File: src/rtl/tone_burst_generator.sv
// Square-wave tone source gated into counted ON/OFF beeps on a ms-style tick.
// Configured over valid/ready while idle; started and aborted by its controller.
module tone_burst_generator #(
  parameter int unsigned CLK_HZ     = 12_000_000,
  parameter int unsigned TICK_HZ    = 1000,
  parameter int unsigned DEFAULT_HZ = 440,
  parameter int unsigned DIV_W      = 24,
  parameter int unsigned TICK_W     = 16,
  parameter int unsigned BEEP_W     = 8
) (
  input  logic              clk,
  input  logic              rst_n,
  input  logic              cfg_valid,
  output logic              cfg_ready,
  input  logic [DIV_W-1:0]  cfg_half_period,
  input  logic [TICK_W-1:0] cfg_on_ticks,
  input  logic [TICK_W-1:0] cfg_off_ticks,
  input  logic [BEEP_W-1:0] cfg_beeps,
  input  logic              start,
  input  logic              stop,
  output logic              tone_out,
  output logic              busy,
  output logic              done
);

  localparam int unsigned PRESCALE = CLK_HZ / TICK_HZ;
  localparam int unsigned PRE_W =
    (PRESCALE > 1) ? $clog2(PRESCALE) : 1;
  localparam logic [PRE_W-1:0] PRE_LAST =
    PRE_W'(PRESCALE - 1);
  localparam logic [DIV_W-1:0] HP_RST =
    DIV_W'(CLK_HZ / (2 * DEFAULT_HZ));

  typedef enum logic [1:0] {
    IDLE,
    ON,
    OFF
  } state_e;

  state_e            state_q;
  logic [DIV_W-1:0]  hp_q;
  logic [DIV_W-1:0]  phase_q;
  logic [TICK_W-1:0] on_q;
  logic [TICK_W-1:0] off_q;
  logic [TICK_W-1:0] tick_q;
  logic [BEEP_W-1:0] beeps_q;
  logic [BEEP_W-1:0] left_q;
  logic [PRE_W-1:0]  pre_q;
  logic              tone_q;
  logic              busy_q;
  logic              done_q;

  logic              cfg_load;
  logic [DIV_W-1:0]  hp_last;
  logic [TICK_W-1:0] on_last;
  logic [TICK_W-1:0] off_last;
  logic [BEEP_W-1:0] left_d;
  logic [BEEP_W-1:0] beeps_d;
  logic              phase_wrap;
  logic              tick_wrap;
  logic              on_end;
  logic              off_end;
  logic              last_beep;

  assign cfg_load = cfg_valid && (state_q == IDLE);

  // Zero half-period and zero on-length both behave as one.
  assign hp_last = (hp_q == '0) ? '0
                 : hp_q - DIV_W'(1);
  assign on_last = (on_q == '0) ? '0
                 : on_q - TICK_W'(1);
  assign off_last = off_q - TICK_W'(1);

  assign phase_wrap = (phase_q == hp_last);
  assign tick_wrap  = (pre_q == PRE_LAST);
  assign on_end     = tick_wrap && (tick_q == on_last);
  assign off_end    = tick_wrap && (tick_q == off_last);

  assign left_d    = left_q - BEEP_W'(1);
  assign last_beep = (left_q != '0) && (left_d == '0);
  assign beeps_d   = cfg_load ? cfg_beeps : beeps_q;

  always_ff @(posedge clk or negedge rst_n) begin
    if (!rst_n) begin
      state_q <= IDLE;
      hp_q    <= HP_RST;
      on_q    <= TICK_W'(1);
      off_q   <= '0;
      beeps_q <= BEEP_W'(1);
      phase_q <= '0;
      tick_q  <= '0;
      pre_q   <= '0;
      left_q  <= '0;
      tone_q  <= 1'b0;
      busy_q  <= 1'b0;
      done_q  <= 1'b0;
    end else begin
      done_q <= 1'b0;
      if (cfg_load) begin
        hp_q    <= cfg_half_period;
        on_q    <= cfg_on_ticks;
        off_q   <= cfg_off_ticks;
        beeps_q <= cfg_beeps;
      end
      if (stop) begin
        state_q <= IDLE;
        busy_q  <= 1'b0;
        tone_q  <= 1'b0;
      end else begin
        unique case (state_q)
          IDLE: begin
            tone_q <= 1'b0;
            if (start) begin
              state_q <= ON;
              busy_q  <= 1'b1;
              phase_q <= '0;
              pre_q   <= '0;
              tick_q  <= '0;
              left_q  <= beeps_d;
            end
          end
          ON: begin
            pre_q <= tick_wrap ? '0
                   : pre_q + PRE_W'(1);
            if (tick_wrap) begin
              tick_q <= tick_q + TICK_W'(1);
            end
            if (phase_wrap) begin
              phase_q <= '0;
              tone_q  <= ~tone_q;
            end else begin
              phase_q <= phase_q + DIV_W'(1);
            end
            // Window end overrides the toggle so no high level leaks out.
            if (on_end) begin
              phase_q <= '0;
              pre_q   <= '0;
              tick_q  <= '0;
              tone_q  <= 1'b0;
              if (last_beep) begin
                state_q <= IDLE;
                busy_q  <= 1'b0;
                done_q  <= 1'b1;
                left_q  <= '0;
              end else begin
                if (left_q != '0) begin
                  left_q <= left_d;
                end
                state_q <= (off_q == '0) ? ON : OFF;
              end
            end
          end
          OFF: begin
            tone_q <= 1'b0;
            pre_q  <= tick_wrap ? '0
                    : pre_q + PRE_W'(1);
            if (tick_wrap) begin
              tick_q <= tick_q + TICK_W'(1);
            end
            if (off_end) begin
              state_q <= ON;
              phase_q <= '0;
              pre_q   <= '0;
              tick_q  <= '0;
            end
          end
          default: begin
            state_q <= IDLE;
            busy_q  <= 1'b0;
            tone_q  <= 1'b0;
          end
        endcase
      end
    end
  end

  assign cfg_ready = (state_q == IDLE);
  assign tone_out  = tone_q;
  assign busy      = busy_q;
  assign done      = done_q;

endmodule

File: config.mk
export PLATFORM = sky130hd
export DESIGN_NAME = tone_burst_generator
export DESIGN_NICKNAME = d
export VERILOG_FILES = /design/src/rtl/tone_burst_generator.sv
export SDC_FILE = /design/constraint.sdc
export NUM_CORES = 1
export LEC_CHECK = 0
export CORE_MARGIN = 1
export CORE_UTILIZATION = 53
export CTS_CLUSTER_SIZE = 20
export DETAILED_ROUTE_END_ITERATION = 16
export GPL_TIMING_DRIVEN = 0
export PLACE_DENSITY = 0.83
export SLEW_MARGIN = 20
export SYNTH_ARGS = -nofsm -noshare
export SYNTH_HDL_FRONTEND = slang
export SYNTH_SLANG_ARGS = --single-unit
export TNS_END_PERCENT = 5
File: constraint.sdc
create_clock -name clk -period 6 [get_ports clk]
set_clock_uncertainty 0.1 [all_clocks]
set_input_delay 0.6 -clock clk [delete_from_list [all_inputs] [get_ports clk]]
set_output_delay 0.6 -clock clk [all_outputs]
set_load 0.03 [all_outputs]
* Yosys cells after proc, flatten, opt, wreduce, memory -nomap -nowiden *
Cells that the tools add are included.

storage, ports and cells
  register bits = 131
  latch bits = 0
  memory bits (writable) = 0
  ROM bits = 0
  bits of input ports = 69
  output and inout bits = 4
  logic and storage cells = 97
  memories = 0

operators by class
  add/sub/neg operators = 7
  multipliers = 0
  div/mod/pow operators = 0
  magnitude comparators = 0
  equal/unequal tests = 16
  shifts and indexed selects = 0
  muxes and demuxes = 43
  bitwise operators = 2
  reduce and logical (&&, ||, !) cells = 17

operator list
  cell                   count
  $mux 24                5
  $mux 16                5
  $pmux 24 s3            1
  $mux 14                4
  $pmux 16 s3            1
  $pmux 14 s3            1
  $mux 8                 5
  $eq 16x16->1           2
  $logic_not 16->1       2
  $sub 16x1->16 const B  2
  $add 24x1->24 const B  1
  $eq 24x24->1           1
  $logic_not 24->1       1
  $sub 24x1->24 const B  1
  $add 16x1->16 const B  1
  $pmux 8 s2             1
  $add 14x1->14 const B  1
  $eq 14x14->1 const B   1
  $mux 1                 12
  $mux 2                 6
  $ne 3x3->1 const B     4
  $logic_not 8->1        1
  $reduce_and 4->1       2
  $reduce_bool 8->1      1
  16 further kinds       23

* Longest topological paths before layout *
Gate-level depths: netlist (run 1).

  depth in word-level cells = 7
  depth in mapped cells = 14
  mapped depth without buffers = 11

* Worst setup path after synthesis (run 1) *
Ideal clock, no wire load.

  path kind = register to register
  from = register hp_q[0]
  to = register phase_q[10]
  library setup time = 0.119 ns
  data arrival time = 3.455 ns
  required time = 5.781 ns
  path slack = 2.326 ns
  cell stages (with the launch flop) = 14
  buffers on the path = 2
  period minus slack after synthesis = 3.674 ns
  path through = dfrtp_1 buf_2 inv_1 ha_1 nor4b_4 nand4_4 or4_1 nand3_1 nand4b_1 or4_4 or4_4 a21oi_4 buf_6 nor2_2

between the ends
  word-level cells in the longest chain between the ends = 6
  elaborated cells on any way between the ends = 7
  those cells by class = add/sub (1); eq/ne (1); mux (4); reduce/logical (1)

ends and longest elaborated chain
  item                                               RTL line  text
  start, declared                                    41        logic [DIV_W-1:0] hp_q;
  start signal, assigned                             100       hp_q <= cfg_half_period;
  $sub 24x1->24 or $logic_not 24->1 (tied branches)  69, 68
  $mux 24 (*)                                        68        assign hp_last = (hp_q == '0) ? '0
  $eq 24x24->1 (*)                                   74        assign phase_wrap = (phase_q == hp_last);
  $mux 24 (*)                                        128       if (phase_wrap) begin
  $mux 24 (*)                                        135       if (on_end) begin
  $pmux 24 s3 (*)                                    110       unique case (state_q)
  end signal, assigned                               132       phase_q <= phase_q + DIV_W'(1);
  end, declared                                      42        logic [DIV_W-1:0] phase_q;

Mark *: on every way between the ends. The rest lies on a longest branch, timed or not.
A chain may end at the register's enable or synchronous reset.

* Worst setup path in the final report (run 1) *
  from = register on_q[1]
  to = register tick_q[10]

between the ends
  word-level cells in the longest chain between the ends = 6
  elaborated cells on any way between the ends = 7
  those cells by class = add/sub (1); eq/ne (1); mux (3); reduce/logical (2)

ends and longest elaborated chain
  item                                               RTL line  text
  start, declared                                    43        logic [TICK_W-1:0] on_q;
  start signal, assigned                             101       on_q <= cfg_on_ticks;
  $sub 16x1->16 or $logic_not 16->1 (tied branches)  71, 70
  $mux 16 (*)                                        70        assign on_last = (on_q == '0) ? '0
  $eq 16x16->1 (*)                                   76        assign on_end = tick_wrap && (tick_q == on_last);
  $logic_and 1x1->1 (*)                              76
  $mux 16 (*)                                        135
  $pmux 16 s3 (*)                                    110
  end signal, assigned                               126       tick_q <= tick_q + TICK_W'(1);
  end signal, assigned                               158       tick_q <= tick_q + TICK_W'(1);
  end, declared                                      45        logic [TICK_W-1:0] tick_q;

Marked as above.

==> results.sh, run 1 <==
export IMPL_cts_buffer_depth=2
export IMPL_cp_max_fo=10
export IMPL_drive_gt1_frac=0.1384
export IMPL_cts_resized=0
export IMPL_vias=7890
export IMPL_postSynth_asyncResetShare=1.000
export IMPL_setup_viol=0
export IMPL_finish_utilization=0.6538
export IMPL_critPathTopFamily="simple AND/OR/NAND/NOR gates"
export IMPL_timing_critical_path_buf_inv=3
export IMPL_remaining_drc_errors=0
export IMPL_power_density_mw_per_mm2=422.5
export IMPL_crit_path_max_incr_delay_ns=0.45
export IMPL_num_io_pins=73
export IMPL_crit_path_top_delay_cell="or3b_2"
export IMPL_worstMarginPinSlew_ns=1.025
export IMPL_period_minus_slack_ns=4.318
export IMPL_cts_tree="done"
export IMPL_place_ws_ns=1.820
export IMPL_cts_sinks=131
export IMPL_drt_wirelength_per_cell_um=16.81
export IMPL_synth_edf_count=0
export IMPL_grt_max_degree=99
export IMPL_drt_wl_total_mm=21.85
export IMPL_ys_top_cells_by_area="dfrtp_1 (35%), mux2_2 (8.5%), xnor2_1 (5.4%)"
export IMPL_vdd_drop_max_mv=0.2512
export IMPL_status="complete, no violations"
export IMPL_grt_overflow_total=0
export IMPL_path_cells="inv_1 > ha_1 > or3b_2 > clkbuf_1 > nor3_1 > xor2_1 > or3b_2 > a32oi_1 > nand4_1 > o21a_1 > o21ai_0 > clkbuf_1 > o21ai_0"
export IMPL_drtPass1Iterations=6
export IMPL_cts_htree_levels=4
export IMPL_synth_top_area_frac=0.3472
export IMPL_nFillCells=1300
export IMPL_dpl_hpwl_mm=15.57
export IMPL_max_cap_violations=0
export IMPL_syn_area_sq_mm=0.008866
export IMPL_critical_path_class="flop to flop"
export IMPL_syn_nets=1060
export IMPL_power_leakage_nw=3.961
export IMPL_initial_core_util=0.5502
export IMPL_cts_clk_slew_worst_paths_ns=0.05
export IMPL_ys_flop_type="dfrtp_1"
export IMPL_maxSlewViolCount=0
export IMPL_rsz0062_at_grt="no"
export IMPL_yosysWarningCount=0
export IMPL_switching_share=0.3848
export IMPL_grt_pass1_wl_mm=37.21
export IMPL_die_w_um=131.3
export IMPL_cts_made_buffers=17
export IMPL_max_slew_margin=0.3116
export IMPL_synth_distinct_cells=73
export IMPL_core_sq_mm=0.01612
export IMPL_fin_nets=1152
export IMPL_die_h_um=131.3
export IMPL_internal_power_mw=2.739
export IMPL_setup_worst_path_end_class="flop"
export IMPL_ys_ff_latch=131
export IMPL_worstPathArrival_ns=4.49
export IMPL_power_frac_clock=0.255
export IMPL_hold_class="flop to flop"
export IMPL_p_comb_frac=0.415
export IMPL_dieArea_sq_mm=0.01725
export IMPL_grt_pass1_vias=7591
export IMPL_fin_crit_sh=0.7196
export IMPL_port_buffers=71
export IMPL_place_area_sq_mm=0.009879
export IMPL_postRouteAntennaNets=0
export IMPL_syn_area_per_cell_sq_um=9.056
export IMPL_drt_vias_per_instance=6.069
export IMPL_fp_row_count=46
export IMPL_yosysSeqAreaShare=0.3709
export IMPL_cts_setup_buffers=0
export IMPL_num_antenna_cells=0
export IMPL_fin_area_sq_mm=0.01054
export IMPL_antenna_found_initial=0
export IMPL_clk_insertion_delay_late_ns=0.43
export IMPL_p_seq_frac=0.330
export IMPL_routabilityCongestion=0.8844
export IMPL_hold_buffers=1
export IMPL_worstPathRequired_ns=6.18
export IMPL_cts_root_buf="clkbuf_16"
export IMPL_hold_viol=0
export IMPL_dr_first_iter_drc_count=803
export IMPL_area_delta_synth_final_pct=18.84
export IMPL_setup_slack_ns=1.682
export IMPL_start_kind="flop"
export IMPL_synth_cells=979
export IMPL_track_usage=0.2655
export IMPL_timing_fmax_mhz=231.6
export IMPL_synth_top_cell_by_area="dfrtp_1"
export IMPL_power_switching_mw=1.713
## cell families (layout without fill, tap and decap cells)
logic type | Yosys count | in the layout | share of synthesized area
compound gates | 170 | 170 | 0.1279
xor+xnor | 81 | 81 | 0.08157
fa+ha+maj | 12 | 12 | 0.01693
buf+inv | 88 | 193 | 0.03980
flops | 131 | 131 | 0.3709
mux | 88 | 88 | 0.1088
simple gates | 409 | 409 | 0.2542
## sequential cells by signal (all words and copies together) (netlist names), 2 cells and up
signal   flops
state_q      2
hp_q        24
tick_q      16
beeps_q      8
left_q       8
on_q        16
phase_q     24
off_q       16
pre_q       14
## final cells by class
class	instances	area [sq um]	area share
flip-flops and latches	131	3288	0.3121
inverters	26	97.59	0.009263
multi-input cells	760	5225	0.4959
plain buffers	62	255.2	0.02423
repair buffers	73	753.2	0.07149
well taps	216	270.3	0.02565
clock buffers	23	498.0	0.04726
clock inverters	9	148.9	0.01413
## worst paths after layout
check | from | end | slack [ns] | depth (start not counted)
min reg2reg | beeps_q[4]$_DFF_PN0_ | beeps_q[4]$_DFF_PN0_ | 0.40 | 1
max reg2reg | on_q[1]$_DFFE_PN0P_ | tick_q[10]$_DFFE_PN0P_ | 1.68 | 13
max | on_q[1]$_DFFE_PN0P_ | tick_q[10]$_DFFE_PN0P_ | 1.68 | 13
min in group asynchronous | rst_n | off_q[8]$_DFFE_PN0P_ | 0.53 | 2
max in group asynchronous | rst_n | beeps_q[0]$_DFF_PN1_ | 4.50 | 3
min | beeps_q[4]$_DFF_PN0_ | beeps_q[4]$_DFF_PN0_ | 0.40 | 1
## power groups by stage
| stage | Combinational (mW) | Sequential [mW] | Clock (mW) |
|---|---|---|---|
| after floorplan | 1.42 | 1.40 | 0 |
| after global placement | 1.76 | 1.46 | 0 |
| after detailed placement | 1.82 | 1.47 | 0 |
| after CTS | 1.84 | 1.46 | 1.15 |
| after global routing | 2.03 | 1.52 | 1.19 |
| final | 1.85 | 1.47 | 1.14 |
## cells in the mapped netlist (7+ instances only)
master and count:
inv_1 26, or3_1 17, o21ai_0 39, nor2_2 10
dfrtp_1 123, ha_1 12, or4_1 11, xnor2_1 55
nor3_1 62, nor4_1 21, nand2_1 76, a21oi_1 35
nor3b_1 7, xor2_1 25, o221ai_1 7, mux2_2 67
nor2b_1 9, nor2_1 70, nand2b_1 8, o211ai_1 9
nand4_1 25, clkbuf_1 53, o22ai_1 12, o31ai_1 11
mux2i_1 21, dfstp_2 8, nand3_1 38, and3_1 12
## stage by stage
step / hold WS [ns] / setup TNS (ns) / std cells / power [mW]
after floorplan: 0.2044 / 0 / 979 / 2.815
after global placement: 0.3846 / -114.58 / 1266 / 3.221
after detailed placement: 0.3871 / 0 / 1267 / 3.292
after CTS: 0.4002 / 0 / 1300 / 4.451
after global routing: 0.4064 / 0 / 1300 / 4.740
final: 0.3971 / 0 / 1300 / 4.452
## worst register-to-register path, stage by stage, from the launching register on
cell and delay, ns:
dfrtp_1 0.41, inv_1 0.07, ha_1 0.18, or3b_2 0.44, clkbuf_1 0.21, nor3_1 0.25
xor2_1 0.13, or3b_2 0.45, a32oi_1 0.21, nand4_1 0.40, o21a_1 0.42, o21ai_0 0.28
clkbuf_1 0.42, o21ai_0 0.20
## per-layer routing
| layer | track usage | vias to the layer above | part of all wire |
|---|---|---|---|
| li1 | - | 3773 | - |
| met1 | 0.3466 | 3784 | 0.43 |
| met2 | 0.4382 | 283 | 0.48 |
| met3 | 0.04437 | 50 | 0.064 |
| met4 | 0.1066 | 0 | 0.024 |
| met5 | 0 | - | 0 |
## cell usage in the layout (no fill, tap or decap), types with 10 or more instances in the layout
master,instances
xnor2_1,55
or4_1,11
nor4_1,21
mux2_2,67
ha_1,12
inv_1,26
clkbuf_1,54
o21ai_0,39
xor2_1,25
nor3_1,62
clkbuf_16,17
nand2_1,76
nand3_1,38
mux2i_1,21
and3_1,12
a21oi_1,35
or3_1,17
clkdlybuf4s50_1,70
o31ai_1,11
nand4_1,25
nor2_1,70
dfrtp_1,123
o22ai_1,12
nor2_2,10
Power figures use the tool's default switching activity.
==> inputs of run 2 (changes only) <==
- clock period: 6 -> 4.43 ns (I/O delays scaled with it)
==> run 2 against run 1 <==
Effect of this change:
- critical endpoint unchanged
- hold slack worse by 0.018 ns
- global-route usage stayed put
- core utilization up 0.070 points
- final cell count unchanged
- final area rose by 0.11%
- power up 35%
- non-clock buffer count stayed put
- via count about the same
- flip-flop and latch count stayed put
- largest power group unchanged
- critical path depth stayed put
==> results.sh, run 2 (same netlist as run 1, synthesis figures left out) <==
export IMPL_status="complete, no violations"
export IMPL_initial_core_util=0.5502
export IMPL_postRouteAntennaNets=0
export IMPL_whs_ns=0.3793
export IMPL_max_cap_violations=0
export IMPL_drive_gt1_frac=0.1402
export IMPL_antenna_found_initial=0
export IMPL_rsz0062_at_grt="no"
export IMPL_worstPathArrival_ns=4.38
export IMPL_grt_max_degree=99
export IMPL_worstPathRequired_ns=4.62
export IMPL_placed_cells_incl_taps=1267
export IMPL_vdd_drop_max_mv=0.3379
export IMPL_grt_pass1_wl_mm=37.21
export IMPL_dpl_hpwl_mm=15.57
export IMPL_hold_class="primary input to asynchronous set/reset pin"
export IMPL_nFillCells=1299
export IMPL_most_common_layout_cells="dfrtp_1 (123), nand2_1 (76), nor2_1 (70), clkdlybuf4s50_1 (70), mux2_2 (67)"
export IMPL_worstMarginPinSlew_ns=1.007
export IMPL_port_buffers=71
export IMPL_drt_wl_total_mm=21.85
export IMPL_fin_nets=1152
export IMPL_largestRegisters="hp_q x24, phase_q x24"
export IMPL_hold_viol=0
export IMPL_core_sq_mm=0.01612
export IMPL_fp_row_count=46
export IMPL_track_usage=0.2655
export IMPL_routabilityCongestion=0.8844
export IMPL_critical_path_class="flop to flop"
export IMPL_dr_first_iter_drc_count=829
export IMPL_cp_max_fo=10
export IMPL_die_w_um=131.3
export IMPL_final_common_cell="dfrtp_1"
export IMPL_num_io_pins=73
export IMPL_vias=7886
export IMPL_place_ws_ns=0.2498
export IMPL_cts_sinks=131
export IMPL_cts_htree_levels=4
export IMPL_cts_buffer_depth=2
export IMPL_max_slew_margin=0.3236
export IMPL_dieArea_sq_mm=0.01725
export IMPL_period_minus_slack_ns=4.194
export IMPL_grt_pass1_vias=7591
export IMPL_fin_cells=1300
export IMPL_area_delta_synth_final_pct=18.97
export IMPL_power_density_mw_per_mm2=571.3
export IMPL_setup_slack_ns=0.2357
export IMPL_fin_area_sq_mm=0.01055
export IMPL_remaining_drc_errors=0
export IMPL_cts_made_buffers=17
export IMPL_cts_setup_buffers=0
export IMPL_setup_viol=0
export IMPL_place_area_sq_mm=0.009879
export IMPL_start_kind="flop"
export IMPL_num_antenna_cells=0
export IMPL_maxSlewViolCount=0
export IMPL_finish_utilization=0.6545
export IMPL_cts_clk_slew_worst_paths_ns=0.06
export IMPL_power_leakage_nw=3.980
export IMPL_die_h_um=131.3
export IMPL_grt_overflow_total=0
export IMPL_fin_crit_sh=0.9468
export IMPL_drtPass1Iterations=5
export IMPL_setup_worst_path_end_class="flop"
export IMPL_cts_tree="done"
export IMPL_cts_root_buf="clkbuf_16"
export IMPL_drt_vias_per_instance=6.066
export IMPL_clk_insertion_delay_late_ns=0.42
export IMPL_drt_wirelength_per_cell_um=16.81
export IMPL_timing_fmax_mhz=238.4
## run 2: final cells by class
cell class              count  area, sq um  area share
clock buffers              23        498.0     0.04721
multi-input cells         760         5235      0.4963
plain buffers              62        256.5     0.02432
inverters                  26        97.59    0.009253
flip-flops and latches    131         3288      0.3117
clock inverters             9        148.9     0.01412
well taps                 216        270.3     0.02562
repair buffers             73        753.2     0.07141
## run 2: routing by layer
| layer | vias up | part of all wire | GRT usage | wire, um |
|---|---|---|---|---|
| li1 | 3780 | - | - | - |
| met3 | 47 | 0.066 | 0.04437 | 1452 |
| met2 | 278 | 0.48 | 0.4382 | 10510 |
| met4 | 0 | 0.025 | 0.1066 | 549 |
| met5 | - | 0 | 0 | 0 |
| met1 | 3781 | 0.43 | 0.3466 | 9341 |
## run 2: repair_timing
item	4_1_cts	5_1_grt
endpoints found under the setup margin	0	24
hold buffers	1	0
endpoints found under the hold margin	32	0
gates resized for setup	0	4
## run 2: metrics by stage
| stage | power, mW | setup TNS, ns |
|---|---|---|
| CTS | 6.028 | 0 |
| global route | 6.425 | 0 |
| finish | 6.026 | 0 |
| detailed placement | 4.458 | 0 |
| floorplan | 3.813 | 0 |
| global placement | 4.363 | -294.00 |
## run 2: critical path, stage by stage, from the launching register on
cell and delay [ns]:
dfrtp_1 0.41, inv_1 0.07, ha_1 0.18, or3b_2 0.44, clkbuf_1 0.21, nor3_1 0.26, xor2_1 0.13, or3b_2 0.45
a32oi_1 0.21, nand4_1 0.42, o21a_1 0.43, o21ai_0 0.28, clkbuf_2 0.30, o21ai_0 0.15
## run 2: power by group
| part | switching (mW) | internal, mW |
|---|---|---|
| logic | 1.39 | 1.12 |
| clock network | 0.522 | 1.01 |
| registers | 0.407 | 1.58 |
| total | 2.31 | 3.71 |
## run 2: path summary, 6_finish.rpt
check | startpoint | endpoint | slack [ns] | depth (start not counted)
min reg2reg | beeps_q[4]$_DFF_PN0_ | beeps_q[4]$_DFF_PN0_ | 0.40 | 1
min in group clk | stop | tone_out$_DFFE_PN0P_ | 0.38 | 2
max reg2reg | on_q[1]$_DFFE_PN0P_ | tick_q[10]$_DFFE_PN0P_ | 0.24 | 13
max | on_q[1]$_DFFE_PN0P_ | tick_q[10]$_DFFE_PN0P_ | 0.24 | 13
max in group asynchronous | rst_n | hp_q[10]$_DFFE_PN1P_ | 3.07 | 3
min | rst_n | off_q[6]$_DFFE_PN0P_ | 0.38 | 2
==> inputs of run 3 (changes only) <==
- GPL_TIMING_DRIVEN: 0 -> not set
==> run 3 against run 2 <==
Effect of this change:
- setup slack improved by 0.093 ns
- final area fell by 2.0%
- clock power is 3% lower
- flip-flop and latch count stayed put
- die area is the same
- critical endpoint is now phase_q[8]$_DFFE_PN0P_
- routed wire length is 3.9% lower
- non-clock buffer count fell by 49
- largest power group unchanged
- largest cell class unchanged
==> results.sh, run 3 (same netlist as run 1, synthesis figures left out) <==
export IMPL_cts_setup_buffers=0
export IMPL_grt_overflow_total=0
export IMPL_remaining_drc_errors=0
export IMPL_worstPathArrival_ns=4.31
export IMPL_cts_htree_levels=4
export IMPL_final_common_cell="dfrtp_1"
export IMPL_dr_first_iter_drc_count=698
export IMPL_total_power_mw=5.896
export IMPL_hold_class="primary input to asynchronous set/reset pin"
export IMPL_track_usage=0.2537
export IMPL_die_h_um=131.3
export IMPL_setup_worst_path_end_class="flop"
export IMPL_antenna_found_initial=0
export IMPL_drive_gt1_frac=0.1488
export IMPL_crit_path_max_incr_delay_ns=0.57
export IMPL_fin_area_sq_mm=0.01034
export IMPL_drt_wirelength_per_cell_um=16.79
export IMPL_crit_path_top_delay_cell="or4_4"
export IMPL_largestRegisters="hp_q x24, phase_q x24"
export IMPL_cts_made_buffers=17
export IMPL_nFillCells=1291
export IMPL_max_cap_violations=0
export IMPL_cp_common_cell="or4_4"
export IMPL_whs_ns=0.03855
export IMPL_hold_buffers=0
export IMPL_dieArea_sq_mm=0.01725
export IMPL_worstMarginPinSlew_ns=0.9264
export IMPL_cp_max_fo=17
export IMPL_cts_resized=0
export IMPL_clk_insertion_delay_late_ns=0.43
export IMPL_setup_viol=0
export IMPL_cts_buffer_depth=2
export IMPL_grt_max_degree=73
export IMPL_cts_clk_slew_worst_paths_ns=0.06
export IMPL_fp_row_count=46
export IMPL_drt_vias_per_instance=6.152
export IMPL_vias=7696
export IMPL_drtPass1Iterations=6
export IMPL_timing_critical_path_buf_inv=2
export IMPL_max_slew_margin=0.3824
export IMPL_status="complete, no violations"
export IMPL_maxSlewViolCount=0
export IMPL_num_antenna_cells=0
export IMPL_critPathTopFamily="simple AND/OR/NAND/NOR gates"
export IMPL_dpl_hpwl_mm=14.74
export IMPL_initial_core_util=0.5502
export IMPL_period_minus_slack_ns=4.101
export IMPL_hold_viol=0
export IMPL_setup_slack_ns=0.3291
export IMPL_core_sq_mm=0.01612
export IMPL_fin_crit_sh=0.9257
export IMPL_grt_pass1_wl_mm=35.90
export IMPL_timing_fmax_mhz=243.9
export IMPL_port_buffers=72
export IMPL_start_kind="flop"
export IMPL_rsz0062_at_grt="no"
export IMPL_num_io_pins=73
export IMPL_place_ws_ns=0.4382
export IMPL_cts_tree="done"
export IMPL_cts_root_buf="clkbuf_16"
export IMPL_worstPathRequired_ns=4.64
export IMPL_fin_nets=1103
export IMPL_grt_pass1_vias=7382
export IMPL_path_cells="inv_1 > ha_1 > nor4b_4 > and4_1 > nand2_1 > a32oi_1 > nand4b_1 > or4_4 > or4_4 > a21oi_4 > buf_4 > nor2_1"
export IMPL_postRouteAntennaNets=0
export IMPL_power_leakage_nw=3.894
export IMPL_drt_wl_total_mm=21.00
export IMPL_area_delta_synth_final_pct=16.61
export IMPL_fin_tns_setup_ns=0
export IMPL_cts_sinks=131
export IMPL_power_density_mw_per_mm2=570.3
export IMPL_die_w_um=131.3
export IMPL_place_area_sq_mm=0.009719
export IMPL_vdd_drop_max_mv=0.3756
export IMPL_critical_path_class="flop to flop"
export IMPL_most_common_layout_cells="dfrtp_1 (123), nand2_1 (75), clkdlybuf4s50_1 (71)"
export IMPL_routabilityCongestion=0.9190
==> run 3: changes by cell type in the layout (fill, tap and decap cells not counted), sizes merged <==
cell / delta
clkdlybuf4s50: +1
dlygate4sd3: -1
clkbuf: -54
buf: +4
clkinv: -1
clkinvlp: +2
==> run 3: final timing paths <==
path                                           start                      to  slack (ns)  depth (start not counted)
min in group clk                beeps_q[7]$_DFF_PN0_    beeps_q[7]$_DFF_PN0_        0.40                          1
worst min-delay path                           rst_n    off_q[6]$_DFFE_PN0P_        0.04                          1
worst min register to register  beeps_q[7]$_DFF_PN0_    beeps_q[7]$_DFF_PN0_        0.40                          1
max in group asynchronous                      rst_n   tick_q[6]$_DFFE_PN0P_        3.17                          2
worst max register to register   hp_q[0]$_DFFE_PN0P_  phase_q[8]$_DFFE_PN0P_        0.33                         12
worst max-delay path             hp_q[0]$_DFFE_PN0P_  phase_q[8]$_DFFE_PN0P_        0.33                         12
==> run 3: cell type report <==
| cell class | count | area (sq um) | share of cell area |
|---|---|---|---|
| timing repair buffer | 86 | 835.8 | 0.08084 |
| multi-input combinational | 760 | 5228 | 0.5056 |
| clock inverter | 10 | 155.1 | 0.01501 |
| inverter | 26 | 97.59 | 0.009440 |
| clock buffer | 22 | 464.2 | 0.04490 |
| sequential | 131 | 3288 | 0.3180 |
| tap | 216 | 270.3 | 0.02614 |
==> run 3: routing by layer <==
layer,wire length [um],vias to the layer above,track usage
met5,0,-,0
met4,323,0,0.07364
met3,1413,30,0.05324
met2,9984,272,0.4093
met1,9280,3715,0.3430
li1,-,3679,-
==> run 3: power by group <==
part	internal [mW]	leakage, nW	switching [mW]	total (mW)
clock	0.966	0.300	0.520	1.49
sequential	1.58	1.65	0.549	2.13
combinational	1.09	1.94	1.19	2.28
==> run 3: through the flow <==
stage / utilization / instances
after global routing: 0.6415 / 1251
after floorplan: - / 979
after detailed placement: 0.6031 / 1219
after CTS: 0.6415 / 1251
after global placement: 0.6031 / 1219
final: 0.6415 / 1251
